<file path="config.mk">
export PLATFORM = sky130hd
export DESIGN_NAME = fp_butterfly_stage
export DESIGN_NICKNAME = d
export VERILOG_FILES = /design/src/rtl/fp_butterfly_stage.sv
export SDC_FILE = /design/constraint.sdc
export NUM_CORES = 1
export LEC_CHECK = 0
export BUFFER_PORTS_ARGS = -buffer_cell sky130_fd_sc_hd__buf_2
export CORE_ASPECT_RATIO = 1.1
export CORE_MARGIN = 1
export CORE_UTILIZATION = 30
export DETAILED_ROUTE_END_ITERATION = 6
export MAX_ROUTING_LAYER = met4
export SLEW_MARGIN = 30
export SYNTH_ARGS = -nofsm -noshare
export SYNTH_HDL_FRONTEND = slang
export SYNTH_SLANG_ARGS = --single-unit
</file>
<file path="constraint.sdc">
create_clock -name clk -period 3.6 [get_ports clk]
set_input_delay 0.18 -clock clk [delete_from_list [all_inputs] [get_ports clk]]
set_output_delay 0.18 -clock clk [all_outputs]
set_load 0.02 [all_outputs]
</file>
<file path="src/rtl/fp_butterfly_stage.sv">
// Radix-2 butterfly stage on complex fixed-point operands: c0 = a + b*w, c1 = a - b*w.
// The product comes from an external complex multiplier over a request/response handshake.
module fp_butterfly_stage #(
  parameter int n = 32,
  parameter int d = 16
) (
  input  logic         clk,
  input  logic         reset,
  input  logic         recv_val,
  output logic         recv_rdy,
  input  logic [n-1:0] ar,
  input  logic [n-1:0] ac,
  input  logic [n-1:0] br,
  input  logic [n-1:0] bc,
  input  logic [n-1:0] wr,
  input  logic [n-1:0] wc,
  output logic         mul_req_val,
  input  logic         mul_req_rdy,
  output logic [n-1:0] mul_ar,
  output logic [n-1:0] mul_ac,
  output logic [n-1:0] mul_br,
  output logic [n-1:0] mul_bc,
  input  logic         mul_resp_val,
  output logic         mul_resp_rdy,
  input  logic [n-1:0] mul_cr,
  input  logic [n-1:0] mul_cc,
  output logic         send_val,
  input  logic         send_rdy,
  output logic [n-1:0] c0r,
  output logic [n-1:0] c0c,
  output logic [n-1:0] c1r,
  output logic [n-1:0] c1c,
  output logic [1:0]   fsm_state
);

  // Handshakes: a transfer happens on a rising edge where both val and rdy are high;
  // a producer holds val and its data stable until that edge.

  typedef enum logic [1:0] {
    IDLE = 2'd0,
    REQ  = 2'd1,
    WAIT = 2'd2,
    DONE = 2'd3
  } state_t;

  localparam logic [n-1:0] one_fx = {{(n-1){1'b0}}, 1'b1} << d;

  state_t       state;
  logic [n-1:0] a_r, a_c, b_r, b_c, w_r, w_c;

  assign mul_ar    = b_r;
  assign mul_ac    = b_c;
  assign mul_br    = w_r;
  assign mul_bc    = w_c;
  assign fsm_state = state;

  always_ff @(posedge clk) begin
    if (reset) begin
      state        <= IDLE;
      recv_rdy     <= 1'b1;
      mul_req_val  <= 1'b0;
      mul_resp_rdy <= 1'b0;
      send_val     <= 1'b0;
      a_r <= '0; a_c <= '0;
      b_r <= '0; b_c <= '0;
      w_r <= '0; w_c <= '0;
      c0r <= '0; c0c <= '0;
      c1r <= '0; c1c <= '0;
    end else begin
      case (state)
        IDLE: begin
          if (recv_val) begin
            a_r <= ar; a_c <= ac;
            b_r <= br; b_c <= bc;
            w_r <= wr; w_c <= wc;
            recv_rdy <= 1'b0;
            // Twiddle of exactly 1.0 needs no multiply: p = b.
            if (wr == one_fx && wc == '0) begin
              c0r      <= ar + br;
              c0c      <= ac + bc;
              c1r      <= ar - br;
              c1c      <= ac - bc;
              send_val <= 1'b1;
              state    <= DONE;
            end else begin
              mul_req_val <= 1'b1;
              state       <= REQ;
            end
          end
        end
        REQ: begin
          if (mul_req_rdy) begin
            mul_req_val  <= 1'b0;
            mul_resp_rdy <= 1'b1;
            state        <= WAIT;
          end
        end
        WAIT: begin
          if (mul_resp_val) begin
            c0r          <= a_r + mul_cr;
            c0c          <= a_c + mul_cc;
            c1r          <= a_r - mul_cr;
            c1c          <= a_c - mul_cc;
            mul_resp_rdy <= 1'b0;
            send_val     <= 1'b1;
            state        <= DONE;
          end
        end
        DONE: begin
          if (send_rdy) begin
            send_val <= 1'b0;
            recv_rdy <= 1'b1;
            state    <= IDLE;
          end
        end
        default: begin
          state        <= IDLE;
          recv_rdy     <= 1'b1;
          mul_req_val  <= 1'b0;
          mul_resp_rdy <= 1'b0;
          send_val     <= 1'b0;
        end
      endcase
    end
  end

endmodule

</file>
After elaboration in Yosys (flattened, before gate mapping)
Index checks and enable logic that the tools add are counted.
{"block": "op_classes", "magnitude_cmp": 0, "eq_ne": 10, "n_addsub": 8, "reduce_logical": 15, "n_div": 0, "shifts": 0, "bitwise_logic": 0, "mux": 37, "multipliers": 0}
{"op": "2-to-1 mux 32 bit", "n": 12}
{"op": "one-hot mux 32 bit (2 select lines)", "n": 4}
{"op": "adder 32 bit", "n": 4}
{"op": "subtractor 32 bit", "n": 4}
{"op": "equality test 32 x 17 -> 1 bit (second input constant)", "n": 1}
{"op": "zero test 32 bit", "n": 1}
{"op": "inequality test 2 bit (second input constant)", "n": 6}
{"op": "AND reduction 4 bit", "n": 3}
{"op": "2-to-1 mux 1 bit", "n": 11}
{"op": "2-to-1 mux 2 bit", "n": 5}
{"op": "one-hot mux 2 bit (4 select lines)", "n": 1}
{"op": "nonzero test 2 bit", "n": 4}
{"op": "one-hot mux 1 bit (2 select lines)", "n": 3}
{"op": "AND reduction 3 bit", "n": 2}
{"op": "AND reduction 5 bit", "n": 1}
{"op": "equality test 2 bit (second input constant)", "n": 2}
{"op": "one-hot mux 1 bit (3 select lines)", "n": 1}
{"op": "nonzero test 3 bit", "n": 1}
{"op": "equality test 2 x 1 -> 1 bit (second input constant)", "n": 1}
{"op": "zero test 2 bit", "n": 1}
{"op": "AND reduction 2 bit", "n": 1}
{"op": "logical AND 1 bit", "n": 1}
{"block": "word_totals", "mem_bits_rw": 0, "latchBits": 0, "ff_bits": 326, "output_inout_bits": 262, "in_bits": 262, "mem_count": 0, "elab_cells": 85, "rom_bits": 0}

Depth between registers and ports, before layout
{"block": "logic_depth", "ltp_word": 5, "ltp_mapped": 13, "mapped_depth_nobuf": 12}

Worst setup path before layout
Ideal clock, no wire load.
{"block": "synth_timing", "kind": "register to register", "startpoint": "register a_r[4]", "endpoint": "register c0r[31]", "arrival_time_ps": 2695, "path_slack_ps": 820, "stages_incl_launch_ff": 12, "period_less_slack_ps": 2780, "path_buffers": 1, "required_ps": 3514, "setup_ps": 86, "cell_sequence": "dfxtp_1 > ha_1 > clkbuf_1 > nor2_1 > a2bb2oi_1 > a31oi_1 > o21a_1 > nor4b_1 > o41ai_2 > a211oi_1 > mux2_2 > a211oi_1"}
{"block": "synth_via", "elab_chain_len": 3}
{"item": "from (decl)", "line": "49", "text": "logic [n-1:0] a_r, a_c, b_r, b_c, w_r, w_c;"}
{"item": "from (signal assigned)", "line": "64", "text": "a_r <= '0; a_c <= '0;"}
{"item": "from (signal assigned)", "line": "73", "text": "a_r <= ar; a_c <= ac;"}
{"item": "adder 32 bit", "line": "100", "text": "c0r <= a_r + mul_cr;"}
{"item": "2-to-1 mux 32 bit", "line": "99", "text": "if (mul_resp_val) begin"}
{"item": "one-hot mux 32 bit (2 select lines)", "line": "70", "text": "case (state)"}
{"item": "to (signal assigned)", "line": "79", "text": "c0r <= ar + br;"}
{"item": "to (signal assigned)", "line": "100"}
{"item": "to (decl)", "line": "29", "text": "output logic [n-1:0] c0r,"}
No other way between the ends. The select of a mux whose other input is x is not followed.
A chain may end at the register's enable or synchronous reset.

Worst setup path after layout
{"block": "layout_timing", "startpoint": "input ac[1]", "endpoint": "register c1c[31]"}
{"block": "layout_via", "elab_chain_len": 4}
{"item": "from (decl)", "line": "12", "text": "input logic [n-1:0] ac,"}
{"item": "subtractor 32 bit", "line": "82", "text": "c1c <= ac - bc;"}
{"item": "2-to-1 mux 32 bit", "line": "78", "text": "if (wr == one_fx && wc == '0) begin"}
{"item": "2-to-1 mux 32 bit", "line": "72", "text": "if (recv_val) begin"}
{"item": "one-hot mux 32 bit (2 select lines)", "line": "70"}
{"item": "to (signal assigned)", "line": "82"}
{"item": "to (signal assigned)", "line": "103", "text": "c1c <= a_c - mul_cc;"}
{"item": "to (decl)", "line": "32", "text": "output logic [n-1:0] c1c,"}
No other way between the ends. The select of a mux whose other input is x is not followed.

==> impl_metrics.toml <==
[status]
status = "complete, no violations"

[yosys]
seq_area_frac_synth_pct = 24.3
synthFlopType = "dfxtp_1"
syn_area_mm2 = 0.0267
yosysTopAreaCell = "dfxtp_1"
syn_nets = 4251
ys_warn_count = 0
synth-async-reset-ratio_pct = 0
synthTopCellsByArea = "dfxtp_1 24%, ha_1 12%, a21oi_1 9.8%, nand2_1 8.0%, xnor2_1 5.0%"
avgSynthCellArea_um2 = 7.15
synthCells = 3729
synth_cell_types = 96
synth-seq-cells = 324
synth-edff-count = 0
synth_top_area_share_pct = 24.3

[setup_path]
timing.critical_path.fanout_max = 5
path_cells = "dlygate4sd3_1 > buf_2 > ha_1 > nor2b_1 > o31a_1 > o21a_1 > o211ai_1 > a221oi_1 > buf_4 > a311oi_2 > o221ai_1 > buf_4 > or4_1 > a41oi_1"
crit-reg2reg-launch = "a_c[1]$_SDFFE_PP0P_"
crit_type = "in2reg"
cp_common_cell = "buf_4"
crit_start = "ac[1]"
worst_setup_path_start_kind = "input pin"
crit_arrival_ps = 3930
crit_path_end_kind = "flop"
worst_path_max_delay_cell = "dlygate4sd3_1"
slowest_delay_ps = 540
crit_required_ps = 4110

[cells_and_area]
layoutNonFillerInstCount = 5575
fin_area_mm2 = 0.0344
drive_gt1_share_pct = 17.3
post-route-util_pct = 39.1
area_growth_pct = 29.0
nets = 4900
layout_commonest_cell = "nand2_1"
layout_common_cells = "570 x nand2_1, 522 x buf_2, 521 x a21oi_1, 324 x dfxtp_1, 293 x nor2_1"

[timing]
tightest_slew_ps = 924
clock.fmax_ghz = 0.292
setup_viol = 0
max_slew_margin_pct = 38.4
period_share_pct = 95.0
final.setup.tns_ps = 0
grt_setup_unrepaired = "no"
setup_ws_ps = 180
slew_viol_final = 0
period_needed_ps = 3420
finalHoldViolCount = 0
finClkSkew_ps = 36.3
fin_hold_ws_ps = 31.0

[pwr]
power_frac_comb_pct = 46.7
power.net_switching_mw = 7.87
powerDensity_mw_per_mm2 = 519
finalPower_mw = 17.9
netSwitchingFraction_pct = 44.1
vdd_ir_drop_max_mv = 0.541
clock_power_share_pct = 27.3
p_leak_nw = 15.3
p_int_mw = 9.98
seqPwrFrac_pct = 26.0

[floorplan]
row_count = 114
die_area_mm2 = 0.0901
die-height_um = 315
die_w_um = 286
io_pins = 524
core_mm2 = 0.0880
start_util_pct = 30.3

[routing]
wirelength_um = 117000
num_vias = 29400
wl_per_cell_um = 21.0
drc = 0
viasPerCell = 5.28
dr.pass1.iters = 6
route.antenna.remaining_nets = 0
drt_iter0_markers = 2251

[clocking]
clkLatencyLatePin_ps = 620
cts_buffer_depth = 3
clock_sinks = 324
cts_made_buffers = 43
htreeDepth = 2
cts_tree = "yes"
clkTransAtPathRegs_ps = 60
cts_setup_buffers = 0
cts_root_buf = "clkbuf_16"

[placed_design]
placement.io_buffers = 523
gp_congestion = 0.944
numPlacedInstances = 5296
post-place-ws_ps = 199
dp_hpwl_um = 89700
post_dp_cell_area_mm2 = 0.0308

[global_route]
antenna_found_initial = 4
grt_pass1_vias = 28400
grt_max_degree = 123
grt.overflow.total = 0
grt_usage_pct = 25.8
grt_pass1_wl_um = 174000

[job]
maxCapViolCount = 0

[hold_path]
hp-class = "in2reg"
hold_start = "mul_cr[0]"
power by group through the flow:
| stage | logic [mW] | clock network [mW] | registers (mW) |
|---|---|---|---|
| floorplan | 4.62 | 0 | 5.16 |
| global placement | 8.09 | 0 | 4.69 |
| detailed placement | 8.08 | 0 | 4.71 |
| finish | 8.33 | 4.87 | 4.65 |
| CTS | 8.30 | 4.98 | 4.64 |
| global route | 9.06 | 5.12 | 4.71 |
worst paths after layout:
path	endpoint	slack, ps	depth (start not counted)
hold reg to reg	c0c[25]$_SDFFE_PP0P_	450	2
setup reg to reg	c0c[31]$_SDFFE_PP0P_	280	10
hold / removal	c0r[0]$_SDFFE_PP0P_	30	5
setup / recovery	c1c[31]$_SDFFE_PP0P_	180	14
cell type report:
cell class / count / area, um2
fill: 9288 / 53600
multi-input combinational: 2911 / 18300
sequential: 324 / 6490
timing repair buffer: 833 / 5570
tap: 1160 / 1450
clock buffer: 55 / 1210
inverter: 265 / 995
clock inverter: 24 / 360
antenna: 3 / 7.51
cells by family after synthesis:
family,Yosys count,share of synthesized area (%)
buf+inv,494,7.19
fa+ha+maj,260,12.4
xor+xnor,189,6.21
compound gates,1146,26.9
simple gates,1289,21.9
flops,324,24.3
mux,27,1.03
timing repair:
item / 4_1_cts / 5_1_grt
resized for setup: 0 / 2
hold buffers: 197 / 0
endpoints found under the setup margin: 0 / 2
endpoints found under the hold margin: 196 / 0
registers in the layout (all words and copies together), names as in the netlist:
register / cells
c0c: 31
c1c: 32
a_r: 32
mul_req_val: 1
send_val: 1
mul_ac: 32
fsm_state: 2
c0r: 32
mul_bc: 32
mul_resp_rdy: 1
a_c: 32
mul_br: 32
mul_ar: 32
recv_rdy: 1
c1r: 31
worst max-delay path, delay by kind of cell:
family	cells	cell delay, ps
simple gates	2	540
compound gates	7	1840
fa+ha+maj	1	310
buf+inv	4	1060
per-layer routing:
layer | vias up | wire [um] | GRT usage [%]
met5 | - | 0 | -
met1 | 13900 | 50900 | 32.2
li1 | 14400 | - | -
met3 | 144 | 7960 | 4.59
met4 | 0 | 3470 | 7.75
met2 | 1037 | 54600 | 42.0
synth_stat cells (32+ instances only):
cell type,count
nand4_1,32
nand2b_1,43
nand3_1,48
inv_1,259
dfxtp_1,324
xor2_1,36
clkbuf_1,162
o21bai_1,52
a21oi_1,521
o31ai_1,42
o211ai_1,51
a31oi_1,43
o21ai_0,129
nor3_1,103
nand2_1,571
a21o_1,50
a211oi_1,57
nor4_1,34
xnor2_1,153
ha_1,252
nor2b_1,47
buf_2,36
nor2_1,293
Note: power is estimated with default switching activity, not from simulation.
